==> src/rtl/psp_pkg.sv <==
// Shared definitions for the parallel/serial link: comma character, word
// width and receiver state encodings. Used by both ends of the link.
package psp_pkg;

  localparam int WORD_W = 8;

  // K28.5-style idle/alignment character
  localparam logic [WORD_W-1:0] COMMA_K28_5 = 8'hBC;

  // Receiver alignment state encodings
  localparam logic [1:0] ST_HUNT   = 2'd0;
  localparam logic [1:0] ST_VERIFY = 2'd1;
  localparam logic [1:0] ST_LOCKED = 2'd2;

  typedef enum logic [1:0] {
    HUNT   = ST_HUNT,
    VERIFY = ST_VERIFY,
    LOCKED = ST_LOCKED
  } rx_state_e;

  // True when a word is the idle/alignment character
  function automatic logic is_comma(input logic [WORD_W-1:0] word);
    return word == COMMA_K28_5;
  endfunction

endpackage

==> src/rtl/serial_shift8.sv <==
// Serial-in shifter producing the 8-bit lookahead window nxt (the word that
// the shift register will hold after this edge) and its comma comparison.
// Only the 7 history bits are stored: the oldest bit of a full 8-bit shifter
// has already left the comparison window by the time it could be read.
module serial_shift8
  import psp_pkg::*;
(
  input  logic              clk,
  input  logic              reset,
  input  logic              data_serial_in,
  output logic [WORD_W-1:0] nxt,
  output logic              comma_match
);

  logic [WORD_W-2:0] shreg_reg;

  // Newest bit enters at the LSB, so the stream is assembled MSB first
  assign nxt         = {shreg_reg, data_serial_in};
  assign comma_match = is_comma(nxt);

  // Bit history; cleared to zero, which can never look like a comma
  always_ff @(posedge clk or negedge reset) begin
    if (!reset) begin
      shreg_reg <= '0;
    end else begin
      shreg_reg <= nxt[WORD_W-2:0];
    end
  end

endmodule

==> src/rtl/serial_rx_align.sv <==
// Word-aligning serial receiver. Hunts for the comma at every bit position,
// verifies LOCK_COUNT consecutive aligned commas, then delivers data words
// at every 8-bit boundary, treating commas as idle slots.
module serial_rx_align
  import psp_pkg::*;
#(
  parameter int LOCK_COUNT = 4
) (
  input  logic              clk,
  input  logic              reset,
  input  logic              data_serial_in,
  input  logic              hunt_req,
  output logic [WORD_W-1:0] parallel_data,
  output logic              valid_out,
  output logic              word_stb,
  output logic              locked
);

  // comma_cnt value at which the next aligned comma completes the lock
  localparam logic [3:0] LOCK_LAST = 4'(LOCK_COUNT - 1);

  rx_state_e         state_reg,     state_next;
  logic [2:0]        bit_cnt_reg,   bit_cnt_next;
  logic [3:0]        comma_cnt_reg, comma_cnt_next;
  logic [WORD_W-1:0] data_reg,      data_next;
  logic              valid_reg,     valid_next;
  logic              stb_reg,       stb_next;

  logic [WORD_W-1:0] nxt;
  logic              comma_match;
  logic              boundary;

  serial_shift8 u_shift (
    .clk            (clk),
    .reset          (reset),
    .data_serial_in (data_serial_in),
    .nxt            (nxt),
    .comma_match    (comma_match)
  );

  // The edge that samples the last bit of a word slot
  assign boundary = (bit_cnt_reg == 3'd7);

  // Next-state, counter and output-register logic
  always_comb begin
    state_next     = state_reg;
    bit_cnt_next   = bit_cnt_reg + 3'd1;
    comma_cnt_next = comma_cnt_reg;
    data_next      = data_reg;
    valid_next     = valid_reg;
    stb_next       = 1'b0;

    if (hunt_req) begin
      // Re-hunt overrides everything, including a capture or comma match
      // landing on this same edge; captured data is left in place.
      state_next     = HUNT;
      comma_cnt_next = 4'd0;
      valid_next     = 1'b0;
    end else begin
      unique case (state_reg)
        HUNT: begin
          if (comma_match) begin
            // Realign the word clock so this comma's LSB ends a slot
            bit_cnt_next   = 3'd0;
            comma_cnt_next = 4'd1;
            state_next     = VERIFY;
          end
        end
        VERIFY: begin
          if (boundary) begin
            if (comma_match) begin
              comma_cnt_next = comma_cnt_reg + 4'd1;
              if (comma_cnt_reg == LOCK_LAST) begin
                state_next = LOCKED;
              end
            end else begin
              // Data-pattern false match or broken run: start over
              comma_cnt_next = 4'd0;
              state_next     = HUNT;
            end
          end
        end
        LOCKED: begin
          if (boundary) begin
            stb_next = 1'b1;
            if (comma_match) begin
              valid_next = 1'b0;
            end else begin
              data_next  = nxt;
              valid_next = 1'b1;
            end
          end
        end
        default: begin
          state_next = HUNT;
        end
      endcase
    end
  end

  // State and output registers; reset clears everything at once
  always_ff @(posedge clk or negedge reset) begin
    if (!reset) begin
      state_reg     <= HUNT;
      bit_cnt_reg   <= 3'd0;
      comma_cnt_reg <= 4'd0;
      data_reg      <= '0;
      valid_reg     <= 1'b0;
      stb_reg       <= 1'b0;
    end else begin
      state_reg     <= state_next;
      bit_cnt_reg   <= bit_cnt_next;
      comma_cnt_reg <= comma_cnt_next;
      data_reg      <= data_next;
      valid_reg     <= valid_next;
      stb_reg       <= stb_next;
    end
  end

  assign parallel_data = data_reg;
  assign valid_out     = valid_reg;
  assign word_stb      = stb_reg;
  assign locked        = (state_reg == LOCKED);

endmodule

==> config.mk <==
export PLATFORM = sky130hd
export DESIGN_NAME = serial_rx_align
export DESIGN_NICKNAME = d
export VERILOG_FILES = /design/src/rtl/psp_pkg.sv /design/src/rtl/serial_shift8.sv /design/src/rtl/serial_rx_align.sv
export SDC_FILE = /design/constraint.sdc
export NUM_CORES = 1
export LEC_CHECK = 0
export CORE_MARGIN = 1.5
export CORE_UTILIZATION = 45
export DETAILED_ROUTE_END_ITERATION = 16
export PLACE_DENSITY = 0.81
export SYNTH_ARGS = -nofsm -noshare
export SYNTH_HDL_FRONTEND = slang
export SYNTH_HIERARCHICAL = 1
export SYNTH_SLANG_ARGS = --single-unit
==> constraint.sdc <==
create_clock -name clk -period 1.8 [get_ports clk]
set_input_delay 0.45 -clock clk [delete_from_list [all_inputs] [get_ports clk]]
set_output_delay 0.45 -clock clk [all_outputs]
set_load 0.01 [all_outputs]
After elaboration in Yosys (flattened, before gate mapping) --
Index checks and enable logic that the tools add are counted.
Word-level totals: output and inout bits 11, word-level logic and storage cells 49, bits of input ports 4, bits in registers 26
Operators by class: multiplexer cells 21, reductions and logical operators 8, $add $sub $neg 2, bitwise gates (word level) 2, eq/ne operators 9
Operators by type and width (count):
- two-way mux 4 bit | 4
- two-way mux 2 bit | 5
- two-way mux 3 bit | 3
- == test 8 bit (second input constant) | 1
- one-hot mux 4 bit (2 select lines) | 1
- AND reduction 4 bit | 2
- two-way mux 1 bit | 7
- inequality test 3 bit (second input constant) | 2
- one-hot mux 2 bit (3 select lines) | 1
- adder 4 x 1 -> 4 bit (second input constant) | 1
- == test 4 x 2 -> 1 bit (second input constant) | 1
- inequality test 4 bit (second input constant) | 1
- nonzero test 2 bit | 2
- adder 3 x 1 -> 3 bit (second input constant) | 1
- == test 3 bit (second input constant) | 1
- AND reduction 3 bit | 1
- nonzero test 3 bit | 1
- == test 2 x 1 -> 1 bit (second input constant) | 1
- == test 2 bit (second input constant) | 1
- zero test 2 bit | 1
- inequality test 2 bit (second input constant) | 1
- NOT 1 bit | 2
- AND reduction 2 bit | 1

Depth between registers and ports, before layout --
Gate-level depths: netlist of the first run.
depth after elaboration 6, mapped depth 6, gate-level depth less buffers 6

By module --
The synthesis of the first run kept the hierarchy.
By module, submodules not included:
- serial_rx_align | cells an instance 73, area an instance 872.1 µm², seq. area each 475.5 µm², times used 1
- serial_shift8 | cells an instance 11, area an instance 207.7 µm², seq. area each 175.2 µm², times used 1

Worst setup path before layout of the first run --
No wires, ideal clock.
path kind input-to-reg, from input port data_serial_in, to register comma_cnt_reg[3], setup slack -0.127 ns, buffers on the path 0, cell stages on the path 5, setup time 0.069 ns, required time 1.731 ns, data arrival time 1.858 ns, path through nor4_2 -> mux2_1 -> a21oi_2 -> or4_1 -> nand3_1
On the way: cells in the longest elaborated chain, start to end 5, elaborated cells on any way between the ends 7
Ends and longest elaborated chain:
- from (decl) | RTL line serial_rx_align.sv:11 | input logic data_serial_in,
- == test 8 bit * | RTL line psp_pkg.sv:23 | return word == COMMA_K28_5;
- two-way mux 4 bit | RTL line serial_rx_align.sv:71 | if (comma_match) begin
- two-way mux 4 bit | RTL line serial_rx_align.sv:70 | if (boundary) begin
- one-hot mux 4 bit (2 select lines) | RTL line serial_rx_align.sv:60 | unique case (state_reg)
- two-way mux 4 bit | RTL line serial_rx_align.sv:53 | if (hunt_req) begin
- to (signal assigned) | RTL line serial_rx_align.sv:113 | comma_cnt_reg <= comma_cnt_next;
- to (decl) | RTL line serial_rx_align.sv:24 | logic [3:0] comma_cnt_reg, comma_cnt_next;
Mark *: on every way between the ends. The rest lies on a longest branch, timed or not. The select of a mux whose other input is x is not followed. A chain may end at the register's enable or synchronous reset.

Worst setup path after layout of the first run --
from register u_shift.shreg_reg[5], to register comma_cnt_reg[3]
On the way: cells in the longest elaborated chain, start to end 5, elaborated cells on any way between the ends 7
Ends and longest elaborated chain:
- from (decl) | RTL line serial_shift8.sv:15 | logic [WORD_W-2:0] shreg_reg;
- from (signal assigned) | RTL line serial_shift8.sv:26 | shreg_reg <= nxt[WORD_W-2:0];
- == test 8 bit * | RTL line psp_pkg.sv:23
- named net comma_match | RTL line serial_rx_align.sv:30 | logic comma_match;
- two-way mux 4 bit | RTL line serial_rx_align.sv:71
- two-way mux 4 bit | RTL line serial_rx_align.sv:70
- one-hot mux 4 bit (2 select lines) | RTL line serial_rx_align.sv:60
- two-way mux 4 bit | RTL line serial_rx_align.sv:53
The timed path passes the listed nets; every way through them passes the cells marked *. The select of a mux whose other input is x is not followed.

==> results of run 1 <==
## what timing repair did
item                       in CTS  in global routing
pin swaps                       3                  1
resized for setup               3                  5
setup endpoints to repair      13                 14
buffers inserted                4                  0
## worst max-delay path: stages (launching register included)
cell       delay (ps)
dfrtp_1           420
nand4b_1          260
nor4_4            250
nand4bb_1         180
or4_1             520
nand3_1            80
## through the flow
stage          hold WS (ps)  std cells
3_3_place_gp          380.2        134
2_1_floorplan         154.4         84
3_5_place_dp          384.4        134
6_report              414.2        142
5_1_grt               427.7        142
4_1_cts               416.4        142
## Yosys cell counts
library cell	number
a41oi_1	1
nand4b_1	1
o21ai_0	4
dfrtp_1	26
mux2_1	1
buf_2	1
nor3_1	3
ha_1	3
mux2_2	8
or4_1	1
inv_1	2
nor2b_1	3
nand3_1	5
nand2_1	6
nor2b_4	1
a31o_2	1
nor3_4	1
nor4_2	1
buf_6	1
nor2_1	4
nand2b_1	1
a211oi_1	1
a21oi_1	2
nand4bb_1	1
a21boi_0	1
nand3b_1	1
nor3b_1	1
a21oi_2	1
buf_4	1
## worst paths after layout
check                                     start                   end  slack (ps)  depth (start not counted)
setup / recovery           u_shift/shreg_reg[5]      comma_cnt_reg[3]          40                          5
hold / removal             u_shift/shreg_reg[4]  u_shift/shreg_reg[5]         410                          0
setup reg to reg           u_shift/shreg_reg[5]      comma_cnt_reg[3]          40                          5
hold reg to reg            u_shift/shreg_reg[4]  u_shift/shreg_reg[5]         410                          0
max in group asynchronous                 reset              word_stb        1090                          2
min in group asynchronous                 reset  u_shift/shreg_reg[0]         470                          2
## power groups by stage
stage | clock, W | combinational [W] | sequential [W]
4_1_cts | 0.000400 | 0.0000897 | 0.000634
5_1_grt | 0.000425 | 0.000111 | 0.000640
3_5_place_dp | 0 | 0.0000876 | 0.000645
6_report | 0.000394 | 0.0000915 | 0.000633
2_1_floorplan | 0 | 0.0000469 | 0.000641
3_3_place_gp | 0 | 0.0000842 | 0.000643
## logic make-up (layout without fill, tap and decap cells)
| group | count (synthesis) | count (layout) | synth area share |
|---|---|---|---|
| AO/OA/AOI/OAI | 11 | 11 | 0.06606 |
| adder cells (fa/ha/maj) | 3 | 3 | 0.03477 |
| buffers and inverters | 5 | 35 | 0.02897 |
| flip-flops | 26 | 26 | 0.6025 |
| multiplexers | 9 | 9 | 0.09386 |
| AND/OR/NAND/NOR | 30 | 30 | 0.1738 |
## layout make-up
type | count | share of cell area
multi-input cells | 53 | 0.2989
flip-flops and latches | 26 | 0.4518
inverters | 2 | 0.005213
clock buffers | 3 | 0.01564
clock inverters | 1 | 0.02085
repair buffers | 29 | 0.1833
well taps | 28 | 0.02433
## layer usage
metal  GRT usage  vias to the layer above
met5           0                        -
met2      0.3080                       17
met4      0.1009                        0
li1            -                      359
met3     0.04023                        4
met1      0.2457                      381
==> qor.txt, run 1 <==
Static Leak - 0.6478 nW
Clock Latency Late Sink - 320 ps
1st-pass router iterations - 6
post-DR wirelength/cell - 14.73 µm
Placement Setup Slack - -407.9 ps
largest area contributor in the netlist - dfrtp_1
wire length on met3 - 93 µm
DP HPWL - 1352 µm
Syn Inst Count - 84
Max-slew headroom - 0.7860
DRC Markers - 0
Min-Delay Path Class - reg -> reg
synthesized area - 1080 µm²
Synthesized Nets - 91
crit path max fanout - 4
CTS sink cnt - 26
max reg flops - 8
period utilization - 0.9768
most frequent cells in the layout - 26 x dfrtp_1, 14 x buf_4, 13 x clkdlybuf4s50_1
Ports - 15
routed vias - 761
P per Cell Area - 776.8 nW/µm²
top post-synthesis cells by area - dfrtp_1 60%, mux2_2 8.3%, ha_1 3.5%
via/cell ratio - 5.359
Seq/Total Area, Yosys - 0.6025
die width - 51.99 µm
initial antenna violation count - 0
Sw Pwr - 0.0002295 W
Switching Fraction - 0.2051
deepest clock path buffer count - 2
Top Layer Used - met4
register area - 650.6 µm²
clk slew on worst S/H paths - 140 ps
Die Y - 51.99 µm
RSZ-0062 raised after global routing - yes
final instance area - 1440 µm²
hold bufs inserted after CTS - 0
setup ws final - 41.69 ps
Final Total Pwr - 0.001119 W
dpl cell area - 1323 µm²
Area Overhead vs Synth - 33.37%
area of the core - 2233 µm²
Cell Int Power - 0.0008892 W
Pins Over Slew Limit - 0
combinational share of power - 0.082
Layout Nets - 122
clock tree from TritonCTS - yes
Yosys reg bits - 26
Clk pwr share - 0.352
met2 wire length - 1059 µm
Fin Setup TNS - 0 ps
first-pass GRT wire length - 3691 µm
sequential share of power - 0.566
# H-tree levels - 1
crit end category - flip-flop
grt ovf - 0
initial drt markers - 15
Worst Path Arrival - 2020 ps
Routed WL - 2091 µm
Hold Vio Cnt, Final - 0
PortBufs - 14
maximum clock frequency - 0.5687 GHz
share of cells above drive strength 1 - 0.3246
Clock Tree Root - clkbuf_4
Site Rows - 17
WP data required - 2070 ps
Ys Warns - 6
Crit Path Category - reg -> reg
Mean Syn Cell Area - 12.85 µm²
n_diodes - 0
Max IR drop VDD - 0.5517 mV
DRT met1 WL - 885 µm
Setup Viol. Count Final - 0
Netlist cell types - 29
status - finished clean
filler instances - 167
leading cell type in the layout, fill and taps excluded - dfrtp_1
overall routing resource usage - 0.1929
die area - 2702 µm²
Initial Util - 0.4835
Final ANT Viol Nets - 0
CTS buffer count - 3
area occupied by multi-input gates - 430.4 µm²
share of the synthesized area in the top cell type - 0.6025
routability cong. - 0.8724
Final Skew - 6.754 ps
startpoint types - flip-flop
post-layout util - 0.6448
vias in the first global route - 809
min Tclk post-route - 1758 ps
Max-cap violations - 0
worst-margin pin slew - 321.0 ps
largest net degree at the start of global routing - 27
Power figures use the tool's default switching activity.
==> run 2: changes to the inputs <==
SLEW_MARGIN = 15   (was not set)
==> results of run 2 <==
Same layout as run 1: the final DEF is identical, and so are final timing and power.
==> run 3: changes to the inputs <==
ABC_AREA = 0   (was not set)
==> results of run 3 <==
Same layout as run 1: the final DEF is identical, and so are final timing and power.
==> patch 1: new RTL, settings of run 2 <==
One comparison of `comma_cnt_reg` changes from == to >=.
--- a/src/rtl/serial_rx_align.sv
+++ b/src/rtl/serial_rx_align.sv
@@ -72,3 +72,3 @@
               comma_cnt_next = comma_cnt_reg + 4'd1;
-              if (comma_cnt_reg == LOCK_LAST) begin
+              if (comma_cnt_reg >= LOCK_LAST) begin
                 state_next = LOCKED;
Behaviour: no difference found for any inputs over 10 cycles, from zero or initial values and one cycle with reset low; that may be too few to reach the edited logic, so the function may still have changed.
==> patch 1 against run 2 <==
  * Count of clock-buffer cells in the layout stayed put
  * Power grew 1.3%
  * Critical endpoint is now comma_cnt_reg[1]
  * Non-clock buffer count fell by 4
  * Clock skew decreased by 4.0 ps
  * Synthesized area increased by 0.70%
  * Via count down 3.2%
  * Cell area decreased by 3.8%
  * Wire length fell by 8.2%
  * Setup slack gained 30 ps
  * Combinational power increased by 2.8%
  * First-iteration DRC count fell by 60%
  * Sequential cell count stayed put
  * Clock power increased by 3%
==> patch 1: results (changes against run 2) <==
| Group | Parameter | Reported | Delta |
|---|---|---|---|
| placement | Input/output buffers | 14 | unchanged |
| critical path | Delay contributed by the slowest stage of the critical path | 490 ps | -30 ps |
| power and ir drop | Peak supply drop | 0.0006467 V | +17% |
| cts | Clock Latency Late Sink | 330 ps |  |
| placement | Hpwl dp | 1.278 mm | -5.5% |
| logic synthesis | Share of synthesized registers carrying an async set or reset | 1.000 | unchanged |
| critical path | Start point of the critical path | data_serial_in |  |
| run status | Outcome | completed |  |
| critical path | Worst flop-to-flop path startpoint | bit_cnt_reg[0] |  |
| logic synthesis | Number of nets produced by synthesis | 89 | -2.2% |
| routing | WL final | 1.920 mm | -8.2% |
| power and ir drop | Leak | 0.6689 nW | +3.3% |
| grt | Antenna violations before repair | 0 | unchanged |
| final layout | Share of layout cells above drive strength 1 | 0.2642 | -0.06041 |
| min path | Min-Delay Startpoint | u_shift/shreg_reg[5] |  |
| logic synthesis | Synth warn | 6 | unchanged |
| routing | First-pass detailed-route iteration total | 4 | -2 |
| grt | Combined global-route utilization of all metal layers | 0.1653 | -0.02762 |
| placement | GPL Wtd Cong | 0.7576 | -13% |
| logic synthesis | Cell types occupying the most area after synthesis | dfrtp_1 60%, mux2_2 8.3%, ha_1 3.5% |  |
| min path | Path type of the worst min-delay path | flop to flop |  |
| critical path | Highest-delay cell along the critical path | clkdlybuf4s50_1 |  |
| logic synthesis | Most numerous cell types in the synthesized netlist | 26 x dfrtp_1, 8 x mux2_2, 4 x inv_1, 4 x nand2_1, 4 x o21ai_0 |  |
| grt | Global-route wire length before repair | 3.201 mm | -13% |
| logic synthesis | Sequential-to-total area share from yosys stat | 0.5984 | -0.004160 |
| routing | Ratio of routed vias to standard cells | 5.500 | +2.6% |
| final layout | Count of placed standard cells in the final layout, fillers left out | 134 | -5.6% |
| logic synthesis | Syn Area/Cell | 13.26 µm² | +3.2% |
| logic synthesis | Yosys cell types | 29 | unchanged |
| timing | Worst clock skew | 2.734 ps | -4.020 ps |
| cts | Clock buffers created by TritonCTS | 3 | unchanged |
| final layout | Final layout net count | 114 | -6.6% |
| routing | DRC marker count from the first detailed-route iteration | 6 | -9 |
| cts | Maximum clock path buffer count | 2 | unchanged |
| timing | Normalized max-slew margin | 0.7906 | +0.004587 |
| grt | Via count of the first global-routing pass | 741 | -8.4% |
| final layout | Antenna diodes | 0 | unchanged |
## patch 1: cells by family after synthesis
| kind of cell | after synthesis | synth area share |
|---|---|---|
| AO/OA/AOI/OAI | 11 | 0.06444 |
| adder cells (fa/ha/maj) | 3 | 0.03453 |
| buffers and inverters | 9 | 0.04372 |
| flip-flops | 26 | 0.5984 |
| multiplexers | 10 | 0.1013 |
| AND/OR/NAND/NOR | 23 | 0.1577 |
## patch 1: final timing paths
kind                            depth (start not counted)                    to  slack [ps]
worst max-delay path                                    6      comma_cnt_reg[1]          70
worst min-delay path                                    0  u_shift/shreg_reg[6]         420
worst max register to register                          7      comma_cnt_reg[2]         150
worst min register to register                          0  u_shift/shreg_reg[6]         420
max in group asynchronous                               2      parallel_data[1]        1110
min in group asynchronous                               2          state_reg[0]         460
## patch 1: cell type report
type	count	area [µm²]
flip-flops and latches	26	650.6
well taps	28	35.03
clock buffers	3	22.52
repair buffers	25	234.0
inverters	4	15.01
clock inverters	1	30.03
fillers	188	869.6
multi-input cells	47	397.9
## patch 1: per-layer routing
layer | wire length [µm] | global-route usage | vias to the layer above
met1 | 918 | 0.2141 | 367
met4 | 60 | 0.08974 | 0
met3 | 86 | 0.04598 | 9
met5 | 0 | 0 | -
li1 | - | - | 340
met2 | 854 | 0.2511 | 21
## patch 1: power breakdown
group,total [mW],leakage [nW],internal [mW],switching [mW]
logic,0.0941,0.300,0.0457,0.0484
clock network,0.407,0.0279,0.226,0.181
registers,0.632,0.341,0.618,0.0144
total,1.13,0.669,0.889,0.244
## patch 1: through the flow
| step | setup WS [ps] | utilization | hold slack, ps | setup TNS (ps) | instance area, µm² |
|---|---|---|---|---|---|
| 6_report | 71.81 | 0.6143 | 415.9 | 0 | 1385 |
| 5_1_grt | 12.30 | 0.6143 | 435.7 | 0 | 1385 |
| 4_1_cts | 35.23 | 0.6016 | 417.7 | 0 | 1356 |
| 3_5_place_dp | -325.5 | 0.5788 | 383.6 | -4546 | 1305 |
| 3_3_place_gp | -259.9 | 0.5788 | 367.7 | -3273 | 1305 |
| 2_1_floorplan | 154.0 | - | 154.4 | 0 | 1087 |
## patch 1: worst max-delay path: cells and delay by family
family | cells | cell delay, ps
muxes | 2 | 310
and+or+nand+nor | 1 | 380
AOI/OAI and AO/OA | 1 | 210
buffers and inverters | 2 | 650
## patch 1: timing repair
| item | in CTS | in global routing |
|---|---|---|
| endpoints found under the setup margin | 1 | 4 |
| gates cloned | 0 | 0 |
| buffers inserted | 0 | 1 |
| resized for setup | 1 | 1 |
| hold buffers | 0 | 0 |
| pin swaps | 0 | 1 |
==> patch 2: new RTL, flow settings as in run 2 <==
Made on the original files. Set the package constant `WORD_W` to 10 (it was 8).
--- a/src/rtl/psp_pkg.sv
+++ b/src/rtl/psp_pkg.sv
@@ -4,3 +4,3 @@
 
-  localparam int WORD_W = 8;
+  localparam int WORD_W = 10;
 
Interface: changed (resized parallel_data); port bits go from 15 to 17. No check against the original RTL was run, so the function may have changed too.
==> patch 2 against run 2 <==
  * Highest routed layer unchanged
  * Maximum frequency down 12%
  * The run now ends with negative setup slack left
  * First-iteration DRC count rose by 47%
  * Clock power rose by 27%
  * Synthesized area is 11% higher
  * Sequential cell count up 4
  * Largest cell class unchanged
  * Setup slack got worse by 230 ps
  * Wire length grew 19%
  * Power up 19%
  * Critical endpoint unchanged
  * Cell area up 17%
  * Synthesized cell count is 8.3% higher
  * Critical path depth grew 1
  * Worst hold slack better by 21 ps
==> patch 2: results (changes against run 2) <==
| Group | Parameter | Reported | Delta |
|---|---|---|---|
| run status | Outcome | finished with violations |  |
| run status | Violated checks | negative setup slack |  |
| logic synthesis | Cell types occupying the most area after synthesis | dfrtp_1 63%, mux2_1 10%, ha_1 3.1% |  |
| logic synthesis | Number of nets produced by synthesis | 98 | +7.7% |
| timing | Worst Slack Setup Final | -187.2 ps | -228.9 ps |
| timing | Worst clock skew | 10.55 ps | +3.791 ps |
| placement | Cell Count Post-Placement | 153 | +14% |
| cts | H-tree depth reported by CTS | 2 | +1 |
| placement | Hpwl dp | 1.665 mm | +23% |
| grt | Global routing usage on met2 | 0.3032 | -0.004804 |
| final layout | Final layout net count | 140 | +15% |
| placement | Dpl cell area | 0.001553 mm² | +17% |
| critical path | Depth of the worst register-to-register path | 6 | +1 |
| critical path | Start point of the critical path | u_shift/shreg_reg[0] |  |
| grt | Met3 demand-to-capacity share in global routing | 0.08197 | +0.04174 |
| critical path | Delay contributed by the slowest stage of the critical path | 550 ps | +30 ps |
| power and ir drop | Cell-internal power | 1.031 mW | +16% |
| final layout | Fill count | 171 | +2.4% |
| routing | Via total after detailed routing | 888 | +17% |
| grt | Via count of the first global-routing pass | 852 | +5.3% |
| cts | Clock transition at path regs | 100 ps | -40 ps |
| timing | Number of setup violations in the final report | 2 | +2 |
| routing | DRC marker count from the first detailed-route iteration | 22 | +7 |
| placement | Input/output buffers | 16 | +2 |
| routing | WL per Instance | 15.20 µm | +3.2% |
| grt | Largest net degree at the start of global routing | 31 | +15% |
-- patch 2: changes by cell type after synthesis, moves of 3 or more --
| cell | change |
|---|---|
| mux2_1 | +10 |
| mux2_2 | -8 |
| dfrtp_1 | +4 |
| nor3_1 | -3 |
-- patch 2: repair_timing --
action | CTS | global route
setup endpoints to repair | 16 | 18
buffers inserted | 3 | 1
pin swaps | 5 | 4
gates resized for setup | 5 | 7
gates cloned | 1 | 0
-- patch 2: area by class of cell --
class	instances	area share
Sequential cell	30	0.4448
Inverter	2	0.004448
Tap cell	30	0.02224
Timing Repair Buffer	37	0.1875
Clock buffer	8	0.04670
Multi-Input combinational cell	57	0.2943
-- patch 2: kinds of logic (layout without fill, tap and decap cells) --
group	count (synthesis)	after routing	synth area share
multiplexers	11	11	0.1037
adder cells (fa/ha/maj)	3	3	0.03142
flip-flops	30	30	0.6283
buffers and inverters	5	47	0.02513
AO/OA/AOI/OAI	11	11	0.05655
AND/OR/NAND/NOR	31	32	0.1550
-- patch 2: routing by layer --
layer  vias up  wire, µm
met5         -         0
met4         0        39
met3         5       137
met2        27      1207
met1       445      1109
li1        411         -
-- patch 2: per-stage QoR --
| stage | setup TNS (ps) | util | hold slack (ps) | setup slack [ps] | total power [mW] |
|---|---|---|---|---|---|
| floorplan | -466.7 | - | 154.4 | -292.4 | 0.7795 |
| CTS | -674.5 | 0.6702 | 437.2 | -265.6 | 1.335 |
| global placement | -10070 | 0.6211 | 419.0 | -735.8 | 0.8335 |
| global route | -926.9 | 0.6752 | 463.0 | -272.3 | 1.390 |
| detailed placement | -11330 | 0.6211 | 424.0 | -826.2 | 0.8411 |
| finish | -206.3 | 0.6752 | 434.9 | -187.2 | 1.330 |
